File: src/rtl/cpu_sequencer_if.sv
// Control bundle between the sequencer and the datapath.
// The sequencer takes the master view. The datapath (or the bench) takes the slave view.
interface cpu_sequencer_if;
  logic       i_run;
  logic [3:0] i_opcode;
  logic       i_carry;
  logic       i_zero;
  logic       o_pc_cntn, o_pc_den, o_pc_din;
  logic       o_mar_inn;
  logic       o_ram_outn, o_ram_inn;
  logic       o_ir_inn, o_ir_outn;
  logic       o_a_inn, o_a_outn, o_b_inn;
  logic       o_alu_outn, o_flags_inn, o_out_inn;
  logic       o_alu_sub;
  logic       o_halt;
  logic [2:0] o_step;

  modport master (
    input  i_run, i_opcode, i_carry, i_zero,
    output o_pc_cntn, o_pc_den, o_pc_din, o_mar_inn, o_ram_outn, o_ram_inn,
           o_ir_inn, o_ir_outn, o_a_inn, o_a_outn, o_b_inn, o_alu_outn,
           o_flags_inn, o_out_inn, o_alu_sub, o_halt, o_step
  );

  modport slave (
    output i_run, i_opcode, i_carry, i_zero,
    input  o_pc_cntn, o_pc_den, o_pc_din, o_mar_inn, o_ram_outn, o_ram_inn,
           o_ir_inn, o_ir_outn, o_a_inn, o_a_outn, o_b_inn, o_alu_outn,
           o_flags_inn, o_out_inn, o_alu_sub, o_halt, o_step
  );
endinterface

File: src/rtl/cpu_sequencer.sv
// Fetch/decode/execute microcycle sequencer for the 8-bit bus CPU.
// Registered state/step. Strobes are decoded combinationally from the
// current step, the opcode and the flags. Each step enables at most one bus driver.
module cpu_sequencer (
  input  logic               i_clk,
  input  logic               i_rstn,
  cpu_sequencer_if.master    bus
);

  typedef enum logic [1:0] {S_IDLE, S_RUN, S_HALT} state_t;

  localparam logic [3:0] OP_LDA = 4'h1, OP_ADD = 4'h2, OP_SUB = 4'h3,
                         OP_STA = 4'h4, OP_LDI = 4'h5, OP_JMP = 4'h6,
                         OP_JC  = 4'h7, OP_JZ  = 4'h8, OP_OUT = 4'hE,
                         OP_HLT = 4'hF;

  state_t     state;
  logic [2:0] step;
  logic       last;

  // Last microstep of the current instruction: memory ops end at T3, ALU ops at T4
  always_comb begin
    last = 1'b0;
    if (step == 3'd2)
      last = !(bus.i_opcode inside {OP_LDA, OP_ADD, OP_SUB, OP_STA});
    else if (step == 3'd3)
      last = (bus.i_opcode inside {OP_LDA, OP_STA});
    else if (step >= 3'd4)
      last = 1'b1;
  end

  // Control FSM: i_run only matters in IDLE and at an instruction boundary
  always_ff @(posedge i_clk or negedge i_rstn) begin
    if (!i_rstn) begin
      state <= S_IDLE;
      step  <= 3'd0;
    end else begin
      case (state)
        S_IDLE: begin
          step <= 3'd0;
          if (bus.i_run) state <= S_RUN;
        end
        S_RUN: begin
          if (last) begin
            step <= 3'd0;
            if (step == 3'd2 && bus.i_opcode == OP_HLT) state <= S_HALT;
            else if (!bus.i_run)                       state <= S_IDLE;
          end else begin
            step <= step + 3'd1;
          end
        end
        S_HALT: step <= 3'd0;
        default: begin
          state <= S_IDLE;
          step  <= 3'd0;
        end
      endcase
    end
  end

  // Strobe decode: everything inactive outside RUN
  always_comb begin
    bus.o_pc_cntn   = 1'b1;
    bus.o_pc_den    = 1'b1;
    bus.o_pc_din    = 1'b1;
    bus.o_mar_inn   = 1'b1;
    bus.o_ram_outn  = 1'b1;
    bus.o_ram_inn   = 1'b1;
    bus.o_ir_inn    = 1'b1;
    bus.o_ir_outn   = 1'b1;
    bus.o_a_inn     = 1'b1;
    bus.o_a_outn    = 1'b1;
    bus.o_b_inn     = 1'b1;
    bus.o_alu_outn  = 1'b1;
    bus.o_flags_inn = 1'b1;
    bus.o_out_inn   = 1'b1;
    bus.o_alu_sub   = 1'b0;
    if (state == S_RUN) begin
      case (step)
        3'd0: begin
          bus.o_pc_den  = 1'b0;
          bus.o_mar_inn = 1'b0;
        end
        3'd1: begin
          bus.o_ram_outn = 1'b0;
          bus.o_ir_inn   = 1'b0;
          bus.o_pc_cntn  = 1'b0;
        end
        3'd2: begin
          case (bus.i_opcode)
            OP_LDA, OP_ADD, OP_SUB, OP_STA: begin
              bus.o_ir_outn = 1'b0;
              bus.o_mar_inn = 1'b0;
            end
            OP_LDI: begin
              bus.o_ir_outn = 1'b0;
              bus.o_a_inn   = 1'b0;
            end
            OP_JMP: begin
              bus.o_ir_outn = 1'b0;
              bus.o_pc_din  = 1'b0;
            end
            OP_JC, OP_JZ: begin
              if ((bus.i_opcode == OP_JC) ? bus.i_carry : bus.i_zero) begin
                bus.o_ir_outn = 1'b0;
                bus.o_pc_din  = 1'b0;
              end
            end
            OP_OUT: begin
              bus.o_a_outn  = 1'b0;
              bus.o_out_inn = 1'b0;
            end
            default: ;
          endcase
        end
        3'd3: begin
          case (bus.i_opcode)
            OP_LDA: begin
              bus.o_ram_outn = 1'b0;
              bus.o_a_inn    = 1'b0;
            end
            OP_ADD, OP_SUB: begin
              bus.o_ram_outn = 1'b0;
              bus.o_b_inn    = 1'b0;
            end
            OP_STA: begin
              bus.o_a_outn  = 1'b0;
              bus.o_ram_inn = 1'b0;
            end
            default: ;
          endcase
        end
        3'd4: begin
          if (bus.i_opcode inside {OP_ADD, OP_SUB}) begin
            bus.o_alu_outn  = 1'b0;
            bus.o_a_inn     = 1'b0;
            bus.o_flags_inn = 1'b0;
            bus.o_alu_sub   = (bus.i_opcode == OP_SUB);
          end
        end
        default: ;
      endcase
    end
  end

  // Status outputs
  always_comb begin
    bus.o_halt = (state == S_HALT);
    bus.o_step = (state == S_RUN) ? step : 3'd0;
  end

endmodule

File: src/flat_wrapper.sv
// flat-port wrapper written by rule: the top's interface ports become plain ports
module cpu_sequencer_flat 
  (i_clk, i_rstn, bus_i_run, bus_i_opcode, bus_i_carry, bus_i_zero, bus_o_pc_cntn, bus_o_pc_den, bus_o_pc_din, bus_o_mar_inn, bus_o_ram_outn, bus_o_ram_inn, bus_o_ir_inn, bus_o_ir_outn, bus_o_a_inn, bus_o_a_outn, bus_o_b_inn, bus_o_alu_outn, bus_o_flags_inn, bus_o_out_inn, bus_o_alu_sub, bus_o_halt, bus_o_step);
  cpu_sequencer_if bus_i ();
  input  logic i_clk;
  input  logic i_rstn;
  input wire logic [$bits(bus_i.i_run)-1:0] bus_i_run;
  input wire logic [$bits(bus_i.i_opcode)-1:0] bus_i_opcode;
  input wire logic [$bits(bus_i.i_carry)-1:0] bus_i_carry;
  input wire logic [$bits(bus_i.i_zero)-1:0] bus_i_zero;
  output wire logic [$bits(bus_i.o_pc_cntn)-1:0] bus_o_pc_cntn;
  output wire logic [$bits(bus_i.o_pc_den)-1:0] bus_o_pc_den;
  output wire logic [$bits(bus_i.o_pc_din)-1:0] bus_o_pc_din;
  output wire logic [$bits(bus_i.o_mar_inn)-1:0] bus_o_mar_inn;
  output wire logic [$bits(bus_i.o_ram_outn)-1:0] bus_o_ram_outn;
  output wire logic [$bits(bus_i.o_ram_inn)-1:0] bus_o_ram_inn;
  output wire logic [$bits(bus_i.o_ir_inn)-1:0] bus_o_ir_inn;
  output wire logic [$bits(bus_i.o_ir_outn)-1:0] bus_o_ir_outn;
  output wire logic [$bits(bus_i.o_a_inn)-1:0] bus_o_a_inn;
  output wire logic [$bits(bus_i.o_a_outn)-1:0] bus_o_a_outn;
  output wire logic [$bits(bus_i.o_b_inn)-1:0] bus_o_b_inn;
  output wire logic [$bits(bus_i.o_alu_outn)-1:0] bus_o_alu_outn;
  output wire logic [$bits(bus_i.o_flags_inn)-1:0] bus_o_flags_inn;
  output wire logic [$bits(bus_i.o_out_inn)-1:0] bus_o_out_inn;
  output wire logic [$bits(bus_i.o_alu_sub)-1:0] bus_o_alu_sub;
  output wire logic [$bits(bus_i.o_halt)-1:0] bus_o_halt;
  output wire logic [$bits(bus_i.o_step)-1:0] bus_o_step;
  assign bus_i.i_run = bus_i_run;
  assign bus_i.i_opcode = bus_i_opcode;
  assign bus_i.i_carry = bus_i_carry;
  assign bus_i.i_zero = bus_i_zero;
  assign bus_o_pc_cntn = bus_i.o_pc_cntn;
  assign bus_o_pc_den = bus_i.o_pc_den;
  assign bus_o_pc_din = bus_i.o_pc_din;
  assign bus_o_mar_inn = bus_i.o_mar_inn;
  assign bus_o_ram_outn = bus_i.o_ram_outn;
  assign bus_o_ram_inn = bus_i.o_ram_inn;
  assign bus_o_ir_inn = bus_i.o_ir_inn;
  assign bus_o_ir_outn = bus_i.o_ir_outn;
  assign bus_o_a_inn = bus_i.o_a_inn;
  assign bus_o_a_outn = bus_i.o_a_outn;
  assign bus_o_b_inn = bus_i.o_b_inn;
  assign bus_o_alu_outn = bus_i.o_alu_outn;
  assign bus_o_flags_inn = bus_i.o_flags_inn;
  assign bus_o_out_inn = bus_i.o_out_inn;
  assign bus_o_alu_sub = bus_i.o_alu_sub;
  assign bus_o_halt = bus_i.o_halt;
  assign bus_o_step = bus_i.o_step;
  cpu_sequencer u_core (.i_clk(i_clk), .i_rstn(i_rstn), .bus(bus_i));
endmodule
File: config.mk
export PLATFORM = sky130hd
export DESIGN_NAME = cpu_sequencer_flat
export DESIGN_NICKNAME = d
export VERILOG_FILES = /design/src/rtl/cpu_sequencer_if.sv /design/src/rtl/cpu_sequencer.sv /design/src/flat_wrapper.sv
export SDC_FILE = /design/constraint.sdc
export NUM_CORES = 1
export LEC_CHECK = 0
export ABC_AREA = 1
export BUFFER_PORTS_ARGS = -buffer_cell sky130_fd_sc_hd__buf_2
export CAP_MARGIN = 20
export CORE_MARGIN = 5
export CORE_UTILIZATION = 45
export CTS_CLUSTER_SIZE = 30
export DETAILED_ROUTE_END_ITERATION = 7
export GPL_ROUTABILITY_DRIVEN = 0
export MAX_ROUTING_LAYER = met4
export PLACE_DENSITY = 0.87
export SYNTH_ARGS = -nofsm -noshare
export SYNTH_HDL_FRONTEND = slang
export SYNTH_SLANG_ARGS = --single-unit
File: constraint.sdc
create_clock -name i_clk -period 2.21 [get_ports i_clk]
set_clock_uncertainty 0.05 [all_clocks]
set_input_delay 0.442 -clock i_clk [delete_from_list [all_inputs] [get_ports i_clk]]
set_output_delay 0.442 -clock i_clk [all_outputs]
set_load 0.01 [all_outputs]
==> results.md <==
- Setup repair after global routing left no endpoint under its margin.
- In this run the worst path has a maximum fanout of 4.
- Including well taps, the total number of placed cells is 137.
- The repair_antennas step left the layout with diodes totalling 0.
- The final non-filler cell area is 812 sq um.
- Summed over all instances, the cell type with the most area after synthesis is dfrtp_1.
- The synthesized netlist net count is 111.
- The overall die area is 2260 sq um.
- Entering global routing, the biggest net connects 11 pins.
- The height of the chip is 47.5 microns.
- The initial detailed-routing violation count is 17.
- The worst register-to-register path has a depth of 7.
- The synthesized design contains 0 enable-type register cells.
- Summed over all cells, the static leakage comes to 0.403 nW.
- The startpoint of the most critical hold path is bus_i_run.
- The clock sink count is 5.
- For this run, design rule violations remaining after detail routing come to 0.
- The number of failing hold endpoints at the final stage came to 0.
- Of the available clock period, the critical path in the final layout requires 94.1%.
- The actual slew at the worst max-slew pin is 0.228 ns.
- For this run, the leading register cell type out of synthesis is dfrtp_1.
- The standard cell with the maximum stage delay on the critical path is dfrtp_2.
- The power density of the placed cells is 277 nW/um^2.
- Dividing the detail-routed via count by the number of cells gives 4.77.
- The critical path in this run is classified as flop to output port.
- For the final routed database, the setup TNS stands at 0 ns.
- The worst-case headroom to the max-slew limit is 84.7%.
- The post-layout utilization of the core is 61.6%.
- TritonCTS built the clock tree.
- The first global-routing pass estimated 2.42 mm of wire.
- Counting the fill cells in the layout gives 128.
- The area of combinational cells with multiple inputs is 427 sq um.
- The cell chosen for the clock root is clkbuf_4.
- The number of global-route vias before repair is 643.
- Counting instances, the worst hold path has a depth of 3.
- In the global route stage, overall resource usage came out at 15.6%.
- Clock-pin slew was measured on the worst setup and hold paths at 0.04 ns.
- Counting instances in the post-synthesis netlist gives the leading cell types as nand2_1 (18), nor2_1 (10), inv_1 (9), nand3_1 (9), inv_2 (8).
- The pre-antenna-repair detailed-routing pass consisted of 4 iterations.
- Synthesis handed over a netlist of 97 instances.
- The number of distinct library cells after synthesis is 22.
- The area of the core is 1320 sq um.
- The peak ir drop on the vdd network is 0.265 mV.
- The count of buffers from port buffering is 27.
- After synthesis the netlist holds a flip-flop and latch count of 5.
- The initial utilization of the core area, before any placement, comes to 48.1%.
- nand2_1 is the most common cell in the netlist.
- After detailed routing, the average wire length per cell comes to 10.4 microns.
- The endpoint identified for the worst register-to-register timing path is u_core.state[0].
- Data on the critical path arrives at its endpoint at 1.59 ns.
- The max-capacitance violation count is 0.
- The initial antenna violation count was 0.
- The initialized floorplan defines 13 standard-cell rows.
- The deepest level of the CTS H-tree is 1.
- Walking the worst path, the cells encountered are inv_2, ha_2, nand2_2, inv_2, nand2_2, nor3_2, o21ai_1, buf_2.
- Counting flops with an async set or reset pin after synthesis yields a share of 100%.
- The worst hold path terminates at u_core.state[0].
- Summed over all layers, the global routing overflow is 0.
- The post-synthesis instance area is 633 sq um.
- The share of layout cells above drive strength 1 is 46.5%.
- The finished layout holds 142 standard cells, fillers aside.
- After layout, the minimum clock period comes to 2.08 ns.
- Across the whole layout, storage elements account for 126 sq um.
- The critical path buffer and inverter count is 3.
- For the worst-skew pair, the clock arrives at the later sink with an insertion delay of 0.23 ns.
- Data on the critical path is required at its endpoint by 1.72 ns.
- Measured along the x axis, the die boundary spans 47.5 microns.
- Averaged over all synthesized cells, the footprint is 6.53 sq um.
- The minimum setup slack among reg-to-reg paths is 0.67 ns.
- The maximum root-to-sink buffer count is 2.
- The detailed-route wire length is 1.48 mm.
- The number of antenna-violating nets in the routed design is 0.
- After layout, the design draws a total of 0.225 mW.
- The post-CTS setup buffer count is 0.
- The run finished with clean final reports.
- The layout overhead on the synthesized area is 28.3%.
- After synthesis, the largest area contributor takes up 19.8% of total cell area.
- The kind of start point of the critical path is a flop.
- The worst register-to-register path begins at u_core.step[0].
- The boundary pin count is 28.
- After legalization and detailed placement, the total HPWL measured 1.31 mm.
- Ranked by total cell area, the synthesized netlist is headed by dfrtp_1 (20%), nand2_1 (11%), ha_1 (9.9%).
- The count of pins over their slew limit is 0.
- The total CTS buffers is 3.
- The highest achievable clock rate is 481 MHz.
- Detailed routing inserted a total of 677 vias.
- The worst setup path is captured at an output port.
- The area of placed instances is 772 sq um.
- Setup violations remaining at the end of the flow were counted as 0.
- The share of the Yosys chip area taken by registers is 19.8%.
- The net count of the finished layout is 142.
- For this run, the slowest stage of the critical path takes 0.44 ns.
- The critical path crosses 8 cells after its start point.
- The worst min-delay path class is input pin to flop.
- The number of warnings reported in the yosys synthesis log is 0.
- The top cell family by delay on the critical path is flip-flops.
[power breakdown]
group	internal, mW	total [mW]	switching [mW]
logic	0.0116	0.0315	0.0199
registers	0.0919	0.0919	0
clock network	0.0680	0.102	0.0337
[layout by cell type (no fill, tap or decap), types with 3 or more instances in the layout]
cell type	synthesis	final
o21ai_0	3	3
nor2_1	10	10
nor2_2	6	6
clkbuf_4	0	3
dfrtp_1	5	4
nand3_1	9	9
buf_2	0	27
nand2_2	6	6
ha_1	5	4
inv_2	8	9
nand2_1	18	18
inv_1	9	8
[tightest hold or removal path, delay by kind of cell]
kind	cells	cell delay (ns)
buffers and inverters	1	0.08
AND/OR/NAND/NOR	2	0.16
[how the worst max path moves through the flow]
stage,startpoint,endpoint,slack (ns)
finish,u_core.step[0],bus_o_ir_outn,0.13
global route,u_core.step[0],bus_o_ir_outn,0.02
CTS,u_core.step[0],bus_o_ir_outn,0.06
detailed placement,u_core.step[0],bus_o_ir_outn,0.32
global placement,u_core.step[0],bus_o_ir_outn,0.41
floorplan,u_core.step[0],bus_o_ir_outn,0.53
[registers in the layout (all words and copies together) (netlist names)]
register      count
u_core.state      2
u_core.step       3
[cell type report]
class | instances | share of cell area, %
timing repair buffer | 28 | 17.9
tap | 15 | 2.31
clock buffer | 4 | 3.24
inverter | 18 | 8.47
sequential | 5 | 15.6
multi-input combinational | 72 | 52.5
[metrics by stage]
stage | hold WS, ns | setup slack [ns]
2_1_floorplan | 0.0964 | 0.529
3_3_place_gp | 0.208 | 0.409
3_5_place_dp | 0.215 | 0.317
4_1_cts | 0.441 | 0.0607
5_1_grt | 0.454 | 0.0186
6_report | 0.441 | 0.130
[per-layer routing]
layer	wire length [microns]	share of wire, %	GRT usage [%]
met1	618	42	16.9
met2	740	50	27.3
met3	107	7.2	2.26
met4	9	0.61	7.73
met5	0	0	-
[repair_timing]
| item | in CTS | in global routing |
|---|---|---|
| setup endpoints to repair | 0 | 2 |
| gates resized for setup | 0 | 3 |
| hold endpoints to repair | 5 | 0 |
| hold buffers | 1 | 0 |
[cells by family after synthesis]
kind of cell    count (synthesis)  synth area share, %
simple gates                   59                 50.0
flops                           5                 19.8
fa+ha+maj                       5                 9.88
compound gates                  8                 7.11
buf+inv                        20                 13.2
Note: power is estimated with default switching activity, not from simulation.
